### config.mk
export PLATFORM = sky130hd
export DESIGN_NAME = mem_bus_copier
export DESIGN_NICKNAME = d
export VERILOG_FILES = /design/src/rtl/mem_bus_copier_pkg.sv /design/src/rtl/mem_bus_copier.sv
export SDC_FILE = /design/constraint.sdc
export NUM_CORES = 1
export LEC_CHECK = 0
export CAP_MARGIN = 20
export CORE_ASPECT_RATIO = 0.9
export CORE_MARGIN = 1.5
export CORE_UTILIZATION = 50
export CTS_BUF_LIST = sky130_fd_sc_hd__clkbuf_4
export DETAILED_ROUTE_END_ITERATION = 16
export HOLD_SLACK_MARGIN = 0.12
export PLACE_DENSITY = 0.87
export SYNTH_ARGS = -nofsm -noshare
export SYNTH_HDL_FRONTEND = slang
export SYNTH_SLANG_ARGS = --single-unit
### constraint.sdc
create_clock -name clk -period 4.02 [get_ports clk]
set_clock_uncertainty 0.1 [all_clocks]
set_input_delay 0.804 -clock clk [delete_from_list [all_inputs] [get_ports clk]]
set_output_delay 0.804 -clock clk [all_outputs]
set_load 0.01 [all_outputs]
### src/rtl/mem_bus_copier_pkg.sv
// Shared types and constants for the memory bus block copier.
// FSM state encoding, write-strobe patterns and word size.
package mem_bus_copier_pkg;

  typedef enum logic [2:0] {
    S_IDLE,
    S_RD,
    S_RD_GAP,
    S_WR,
    S_WR_GAP,
    S_FIN
  } state_t;

  localparam logic [3:0]  WSTRB_READ = 4'b0000;
  localparam logic [3:0]  WSTRB_WORD = 4'b1111;
  localparam logic [31:0] WORD_BYTES = 32'd4;

endpackage

### src/rtl/mem_bus_copier.sv
// Block copier mastering the picorv32 native memory bus.
// Ports: start/busy/done/error control, words_done, mem_* bus.
module mem_bus_copier
  import mem_bus_copier_pkg::*;
#(
  parameter int          LEN_W          = 12,
  parameter int unsigned TIMEOUT_CYCLES = 255
) (
  input  logic             clk,
  input  logic             resetn,
  input  logic             start,
  input  logic [31:0]      src_addr,
  input  logic [31:0]      dst_addr,
  input  logic [LEN_W-1:0] len,
  output logic             busy,
  output logic             done,
  output logic             error,
  output logic [LEN_W-1:0] words_done,
  output logic             mem_valid,
  output logic             mem_instr,
  input  logic             mem_ready,
  output logic [31:0]      mem_addr,
  output logic [31:0]      mem_wdata,
  output logic [3:0]       mem_wstrb,
  input  logic [31:0]      mem_rdata
);

  state_t           state;
  logic [31:0]      src_q;
  logic [31:0]      dst_q;
  logic [31:0]      data_q;
  logic [31:0]      wait_cnt;
  logic [LEN_W-1:0] len_q;
  logic             timeout_hit;

  assign mem_instr = 1'b0;

  // Abort on the cycle the count would reach the limit.
  assign timeout_hit = (TIMEOUT_CYCLES != 0) &&
                       (wait_cnt == TIMEOUT_CYCLES - 1);

  always_ff @(posedge clk or negedge resetn) begin
    if (!resetn) begin
      state      <= S_IDLE;
      src_q      <= '0;
      dst_q      <= '0;
      data_q     <= '0;
      wait_cnt   <= '0;
      len_q      <= '0;
      busy       <= 1'b0;
      done       <= 1'b0;
      error      <= 1'b0;
      words_done <= '0;
      mem_valid  <= 1'b0;
      mem_addr   <= '0;
      mem_wdata  <= '0;
      mem_wstrb  <= WSTRB_READ;
    end else begin
      done <= 1'b0;
      case (state)
        S_IDLE: begin
          if (start) begin
            src_q      <= {src_addr[31:2], 2'b00};
            dst_q      <= {dst_addr[31:2], 2'b00};
            len_q      <= len;
            error      <= 1'b0;
            words_done <= '0;
            busy       <= 1'b1;
            wait_cnt   <= '0;
            if (len == '0) begin
              state <= S_FIN;
            end else begin
              state     <= S_RD;
              mem_valid <= 1'b1;
              mem_addr  <= {src_addr[31:2], 2'b00};
              mem_wstrb <= WSTRB_READ;
            end
          end
        end
        S_RD: begin
          if (mem_ready) begin
            data_q    <= mem_rdata;
            mem_valid <= 1'b0;
            state     <= S_RD_GAP;
          end else if (timeout_hit) begin
            mem_valid <= 1'b0;
            error     <= 1'b1;
            state     <= S_FIN;
          end else begin
            wait_cnt <= wait_cnt + 32'd1;
          end
        end
        S_RD_GAP: begin
          mem_valid <= 1'b1;
          mem_addr  <= dst_q;
          mem_wdata <= data_q;
          mem_wstrb <= WSTRB_WORD;
          wait_cnt  <= '0;
          state     <= S_WR;
        end
        S_WR: begin
          if (mem_ready) begin
            mem_valid  <= 1'b0;
            words_done <= words_done + 1'b1;
            src_q      <= src_q + WORD_BYTES;
            dst_q      <= dst_q + WORD_BYTES;
            state      <= S_WR_GAP;
          end else if (timeout_hit) begin
            mem_valid <= 1'b0;
            error     <= 1'b1;
            state     <= S_FIN;
          end else begin
            wait_cnt <= wait_cnt + 32'd1;
          end
        end
        S_WR_GAP: begin
          if (words_done == len_q) begin
            state <= S_FIN;
          end else begin
            mem_valid <= 1'b1;
            mem_addr  <= src_q;
            mem_wstrb <= WSTRB_READ;
            wait_cnt  <= '0;
            state     <= S_RD;
          end
        end
        S_FIN: begin
          done  <= 1'b1;
          busy  <= 1'b0;
          state <= S_IDLE;
        end
        default: state <= S_IDLE;
      endcase
    end
  end

endmodule

==> results of run 1 <==
per-stage QoR:
| stage | instances | power [uW] | instance area (um2) | setup WS (ns) | hold WS (ns) |
|---|---|---|---|---|---|
| 6_report | 1684 | 10600 | 14400 | 1.14 | 0.402 |
| 5_1_grt | 1684 | 11300 | 14400 | 0.940 | 0.414 |
| 4_1_cts | 1684 | 10600 | 14400 | 1.13 | 0.404 |
| 3_5_place_dp | 1577 | 8560 | 13600 | 0.848 | 0.388 |
| 3_3_place_gp | 1577 | 8330 | 13600 | 0.891 | 0.380 |
| 2_1_floorplan | 1153 | 6810 | 11500 | 1.73 | 0.367 |
worst reg2reg max path, delay by kind of cell (launching register included):
| kind | cells | cell delay [ns] |
|---|---|---|
| multiplexers | 1 | 0.35 |
| AND/OR/NAND/NOR | 4 | 1.72 |
| flip-flops | 1 | 0.58 |
cells in the mapped netlist, types with 7 or more instances:
| cell type | number | share of area, % |
|---|---|---|
| and3_1 | 18 | 0.98 |
| o22ai_1 | 20 | 1.1 |
| o21ai_0 | 50 | 2.2 |
| mux2i_1 | 26 | 2.3 |
| a2bb2oi_1 | 17 | 1.3 |
| o41ai_1 | 13 | 0.99 |
| o22a_1 | 15 | 1.1 |
| nand3_1 | 44 | 1.9 |
| clkbuf_1 | 40 | 1.3 |
| nand2b_1 | 7 | 0.38 |
| nor2_1 | 56 | 1.8 |
| and4_1 | 11 | 0.84 |
| and2_1 | 7 | 0.38 |
| inv_1 | 41 | 1.3 |
| o31ai_1 | 21 | 1.4 |
| nand2_1 | 118 | 3.9 |
| nor3_1 | 19 | 0.83 |
| buf_4 | 8 | 0.52 |
| xnor2_1 | 14 | 1.1 |
| mux2_2 | 70 | 6.9 |
| xor2_1 | 8 | 0.61 |
| a22oi_1 | 7 | 0.46 |
| buf_2 | 29 | 1.3 |
| a22o_1 | 29 | 2.2 |
| nor4_1 | 13 | 0.71 |
| dfrtp_1 | 219 | 48 |
| a31oi_1 | 10 | 0.55 |
| nand4_1 | 31 | 1.7 |
| a21oi_1 | 101 | 4.4 |
sequential cells by signal, indices dropped and copies added, names as in the netlist, 3 cells and up:
signal / cells
words_done: 12
data_q: 32
mem_wdata: 32
state: 3
len_q: 12
src_q: 30
wait_cnt: 32
mem_addr: 31
dst_q: 30
path summary, 6_finish.rpt:
path,start,end,slack (ns),cells past startpoint
worst max-delay path,state[2]$_DFFE_PN0N_,wait_cnt[1]$_DFFE_PN0P_,1.14,5
min in group asynchronous,resetn,mem_wdata[4]$_DFFE_PN0P_,0.62,2
worst min-delay path,data_q[3]$_DFFE_PN0P_,data_q[3]$_DFFE_PN0P_,0.40,1
worst min register to register,data_q[3]$_DFFE_PN0P_,data_q[3]$_DFFE_PN0P_,0.40,1
worst max register to register,state[2]$_DFFE_PN0N_,wait_cnt[1]$_DFFE_PN0P_,1.14,5
max in group asynchronous,resetn,src_q[3]$_DFFE_PN0P_,2.26,3
where the power goes:
group          switching, uW  internal [uW]
Combinational           2350           2260
Sequential               826           3130
Clock                    929           1070
Total                   4100           6460
routing by layer:
| layer | vias to the layer above | share of wire, % | track usage (%) |
|---|---|---|---|
| met5 | - | 0 | 0 |
| met4 | 0 | 2.2 | 8.72 |
| met3 | 56 | 7.7 | 4.74 |
| met2 | 470 | 48 | 41.3 |
| met1 | 4930 | 42 | 35.2 |
| li1 | 4680 | - | - |
timing repair:
action	CTS	global route
hold buffers	1	0
endpoints found under the hold margin	73	0
setup buffers	0	0
resized for setup	0	0
final cells by class:
| type | count | area (um2) | area share [%] |
|---|---|---|---|
| Sequential cell | 219 | 5480 | 38.1 |
| Clock buffer | 88 | 661 | 4.60 |
| Clock inverter | 18 | 108 | 0.749 |
| Inverter | 41 | 154 | 1.07 |
| Timing Repair Buffer | 214 | 2140 | 14.9 |
| Multi-Input combinational cell | 807 | 5460 | 38.0 |
| Tap cell | 297 | 372 | 2.59 |
cells in the final DEF, fill, tap and decap left out, types with 20 or more instances in the layout:
| master | instances |
|---|---|
| nand4_1 | 31 |
| o31ai_1 | 21 |
| mux2i_1 | 26 |
| a22o_1 | 29 |
| mux2_2 | 70 |
| clkbuf_4 | 88 |
| nand2_1 | 118 |
| o22ai_1 | 20 |
| clkdlybuf4s50_1 | 190 |
| dfrtp_1 | 219 |
| o21ai_0 | 50 |
| nand3_1 | 44 |
| inv_1 | 41 |
| nor2_1 | 54 |
| a21oi_1 | 100 |
cell families (layout without fill, tap and decap cells):
group           Yosys count  after routing  share of synthesized area [%]
flops                   219            219                           47.8
mux                      97             97                           9.28
other cells               1              1                         0.0327
compound gates          322            322                           19.1
buf+inv                 127            361                           4.88
simple gates            360            360                           16.7
fa+ha+maj                 5              5                          0.546
xor+xnor                 22             22                           1.68
==> reports/metrics.cfg, run 1 <==
[synth]
synth.distinct_cells = 66
yosysWarnings = 0
seq_area_frac_synth_pct = 47.8
syn_area_per_cell_um2 = 9.94
syn_area_mm2 = 0.0115
synth_edf_count = 0
ys_ff_latch = 219
ys.flop_type = dfrtp_1
synth_cells = 1153
synth_nets = 1270
synthArstFlopShare_pct = 100

[clock_network]
cts-root-buf = clkbuf_4
cts_tree = yes
clockBufferDepth = 3
path_clk_slew_ns = 0.07
worstSkewPairLatency_ns = 0.68
htreeDepth = 2
cts_sinks = 219
cts_inserted_buffers = 58

[floorplan]
io_pins = 197
core.rowCount = 52
coreArea_mm2 = 0.0225
die-width_um = 163
die_h_um = 147
start_util_pct = 50.9
die-area_mm2 = 0.0238

[placement]
dp_hpwl_um = 20400
gp_congestion = 0.918
numPortBuffers = 191

[finish]
num-nets-final = 1458
area_growth_syn_to_layout_pct = 25.4
final_core_util_pct = 63.8
drive_above_1_share_pct = 15.7
fillers = 1816
antenna_cells = 0

[grt]
grt_usage_pct = 25.8
grt_max_degree = 82
grt_overflow = 0
grt_pass1_wl_um = 49900
antenna_found_initial = 0
first_global_vias = 9901

[sta]
finalMaxSlewViolations = 0
period_share_pct = 71.6
max_freq_mhz = 347
grt_setup_unrepaired = false
tightest_slew_ns = 1.06
hold_viol = 0
min_period_ns = 2.88
setup-violations-final = 0
setup_tns_ns = 0
relSlewSlack_pct = 29.6

[detailed_routing]
ant_nets = 0
drc = 0
wl_um = 30800
via_count = 10136
via_per_inst = 6.02
routedWlPerCell_um = 18.3
drt_iter0_markers = 910
first_pass_iters = 6

[worst_hold_path]
hold_path_class = register to register

[setup_path]
worstPathRequired_ns = 4.45
crit_chain = nor2b_1, nand3b_1, nor4_4, or3_1, mux2_4
cp_max_fo = 17
path_delay_family = simple AND/OR/NAND/NOR gates
worst_path_max_delay_cell = nor2b_1
path_buf_inv = 0
cp.arrival_ns = 3.31
path_class = register to register
critPathLaunchType = register
slowest_delay_ns = 0.65
end_kind = register

[power_and_ir_drop]
peakVddDrop_mv = 0.477
p_leak_uw = 0.00598
pwr_density_cell_mw_per_mm2 = 735

[run_status]
outcome = complete, no violations

[flow_run]
cap_violations = 0

Power figures use the tool's default switching activity.
==> inputs of run 2 (changes only) <==
Clock period 4.02 ns to 2.85 ns, I/O delays scaled along.
==> reports/metrics.cfg, run 2 (synthesis results as in run 1) <==
[sta]
tightest_slew_ns = 0.651  ; was 1.06 ns
min_period_ns = 2.56
layout_setup_ws_ns = 0.295  ; was 1.14 ns
relSlewSlack_pct = 56.4  ; was 29.6%
setup_tns_ns = 0  ; unchanged
grt_setup_unrepaired = false  ; unchanged
setup-violations-final = 0  ; unchanged
max_freq_mhz = 391
finalMaxSlewViolations = 0  ; unchanged
period_share_pct = 89.7
hold_viol = 0  ; unchanged

[detailed_routing]
drt_iter0_markers = 993  ; was 910
wl_um = 31500  ; was 30800 um
ant_nets = 0  ; unchanged
via_count = 10284  ; was 10.1k
via_per_inst = 6.06  ; was 6.02
drc = 0  ; unchanged
first_pass_iters = 5  ; was 6
routedWlPerCell_um = 18.6  ; was 18.3 um

[setup_path]
critPathLaunch = words_done[2]$_DFFE_PN0P_  ; was state[2]$_DFFE_PN0N_
endpoint = words_done[2]  ; was wait_cnt[1]$_DFFE_PN0P_
cp.arrival_ns = 1.89  ; was 3.31 ns
rr_worst_depth = 8  ; was 5
worst_path_max_delay_cell = clkdlybuf4s50_1  ; was nor2b_1
cp_max_fo = 7  ; was 17
path_delay_family = buffers and inverters  ; was simple AND/OR/NAND/NOR gates
worst-path-stages = 1  ; was 5
rr_startpoint = wait_cnt[0]$_DFFE_PN0P_  ; was state[2]$_DFFE_PN0N_
r2r_slack_ns = 0.38  ; was 1.14 ns
end_kind = output port  ; was register
slowest_delay_ns = 0.65  ; about the same
path_buf_inv = 1  ; was 0
path_class = register to output port  ; was register to register
worstPathRequired_ns = 2.18  ; was 4.45 ns
crit_chain = clkdlybuf4s50_1  ; was nor2b_1, nand3b_1, nor4_4, or3_1, mux2_4
r2r-end = wait_cnt[18]$_DFFE_PN0P_  ; was wait_cnt[1]$_DFFE_PN0P_
critPathLaunchType = register  ; unchanged

[flow_run]
cap_violations = 0  ; unchanged

[grt]
grt_pass1_wl_um = 51500  ; was 49900 um
busiest_layer = met2  ; unchanged
grt_usage_pct = 26.6  ; was 25.8%
grt_max_degree = 70  ; was 82
first_global_vias = 10081  ; was 9901
antenna_found_initial = 1  ; was 0
use_met3_pct = 4.40  ; was 4.74%
use_met2_pct = 42.4  ; was 41.3%
met1_usage_pct = 36.2  ; was 35.2%
grt_overflow = 0  ; unchanged

[clock_network]
cts_inserted_buffers = 57  ; was 58
post_cts_buffers = 0  ; unchanged
postCtsResizedCells = 0  ; unchanged
cts.hold.buffers_added = 1  ; unchanged
cts-root-buf = clkbuf_4  ; unchanged
htreeDepth = 2  ; unchanged
clockBufferDepth = 3  ; unchanged
cts_sinks = 219  ; unchanged
cts_tree = yes  ; unchanged
path_clk_slew_ns = 0.06  ; was 0.07 ns
worstSkewPairLatency_ns = 0.71  ; was 0.68 ns

[finish]
num-nets-final = 1479  ; was 1458
area_growth_syn_to_layout_pct = 26.8  ; was 25.4%
fin_cells = 1698  ; was 1684
layout_commonest_cell = dfrtp_1  ; unchanged
drive_above_1_share_pct = 17.1  ; was 15.7%
largestRegisters = data_q: 32 flops, mem_wdata: 32 flops, wait_cnt: 32 flops  ; unchanged
final_cell_mix = dfrtp_1 (219), clkdlybuf4s50_1 (190), nand2_1 (118)  ; unchanged

[floorplan]
die-width_um = 163  ; unchanged
start_util_pct = 50.9  ; unchanged
io_pins = 197  ; unchanged
core.rowCount = 52  ; unchanged
die_h_um = 147  ; unchanged
coreArea_mm2 = 0.0225  ; unchanged
die-area_mm2 = 0.0238  ; unchanged

[power_and_ir_drop]
p_leak_uw = 0.00609  ; was 0.00598 uW
internal_power_uw = 9200  ; was 6460 uW
p_comb_share_pct = 44.8  ; was 43.7%
pwr_density_cell_mw_per_mm2 = 1040  ; was 735 mW/mm2
p_total_uw = 15000  ; was 10600 uW
sw_frac_of_total_pct = 38.8  ; about the same
peakVddDrop_mv = 0.475  ; was 0.477 mV
clockPowerShare_pct = 18.2  ; was 18.9%
switching_power_uw = 5840  ; was 4100 uW
seqPwrFrac_pct = 37.0  ; was 37.4%

[run_status]
outcome = complete, no violations  ; unchanged

[placement]
dp_cells = 1599  ; was 1577
gp_congestion = 0.894  ; was 0.918
numPortBuffers = 191  ; unchanged
pre_cts_slack_ns = 0.108  ; was 0.848 ns
dp_hpwl_um = 21100  ; was 20400 um

[worst_hold_path]
hold_path_class = input port to register  ; was register to register

==> run 2: changes by cell type in the layout (fill, tap and decap cells not counted) <==
cell	change
inv_6	-1
buf_4	+18
inv_2	+1
bufinv_16	-1
clkinv_1	-8
clkinv_2	-3
clkbuf_4	+3
buf_12	+4
diode_2	+1
==> run 2: power groups by stage <==
stage               combinational, uW  sequential, uW  clock, uW
finish                           6730            5570       2740
global route                     7330            5750       2970
CTS                              6710            5540       2810
detailed placement               6690            5580          0
global placement                 6480            5480          0
floorplan                        4130            5470          0
==> run 2: tightest hold or removal path: cells and delay by family <==
kind / cells / cell delay, ns
AND/OR/NAND/NOR: 2 / 0.11
buffers and inverters: 1 / 0.42
==> run 2: worst min path at each step <==
stage | from | slack (ns) | to | depth (start not counted)
finish | len[1] | 0.33 | len_q[1]$_DFFE_PN0P_ | 3
global route | len[1] | 0.33 | len_q[1]$_DFFE_PN0P_ | 3
CTS | len[1] | 0.29 | len_q[1]$_DFFE_PN0P_ | 3
detailed placement | len_q[4]$_DFFE_PN0P_ | 0.38 | len_q[4]$_DFFE_PN0P_ | 2
global placement | len_q[3]$_DFFE_PN0P_ | 0.38 | len_q[3]$_DFFE_PN0P_ | 2
floorplan | resetn | 0.17 | busy$_DFFE_PN0P_ | 0
==> run 2: final cells by class <==
cell class | count | area [um2]
timing repair buffer | 236 | 2360
clock buffer | 91 | 683
multi-input combinational | 807 | 5460
clock inverter | 6 | 27.5
tap | 297 | 372
inverter | 41 | 154
sequential | 219 | 5480
antenna | 1 | 2.50
fill | 1831 | 7980
==> run 2: metrics by stage <==
step / hold slack (ns) / util (%) / area, um2
global placement: 0.380 / 61.3 / 13800
floorplan: 0.174 / - / 11500
finish: 0.333 / 64.6 / 14500
detailed placement: 0.383 / 61.3 / 13800
global route: 0.331 / 64.6 / 14500
CTS: 0.287 / 64.5 / 14500
==> run 2: routing by layer <==
layer | up-vias | wire, um
li1 | 4698 | -
met1 | 4978 | 13000
met2 | 521 | 14900
met3 | 87 | 2640
met4 | 0 | 1040
met5 | - | 0
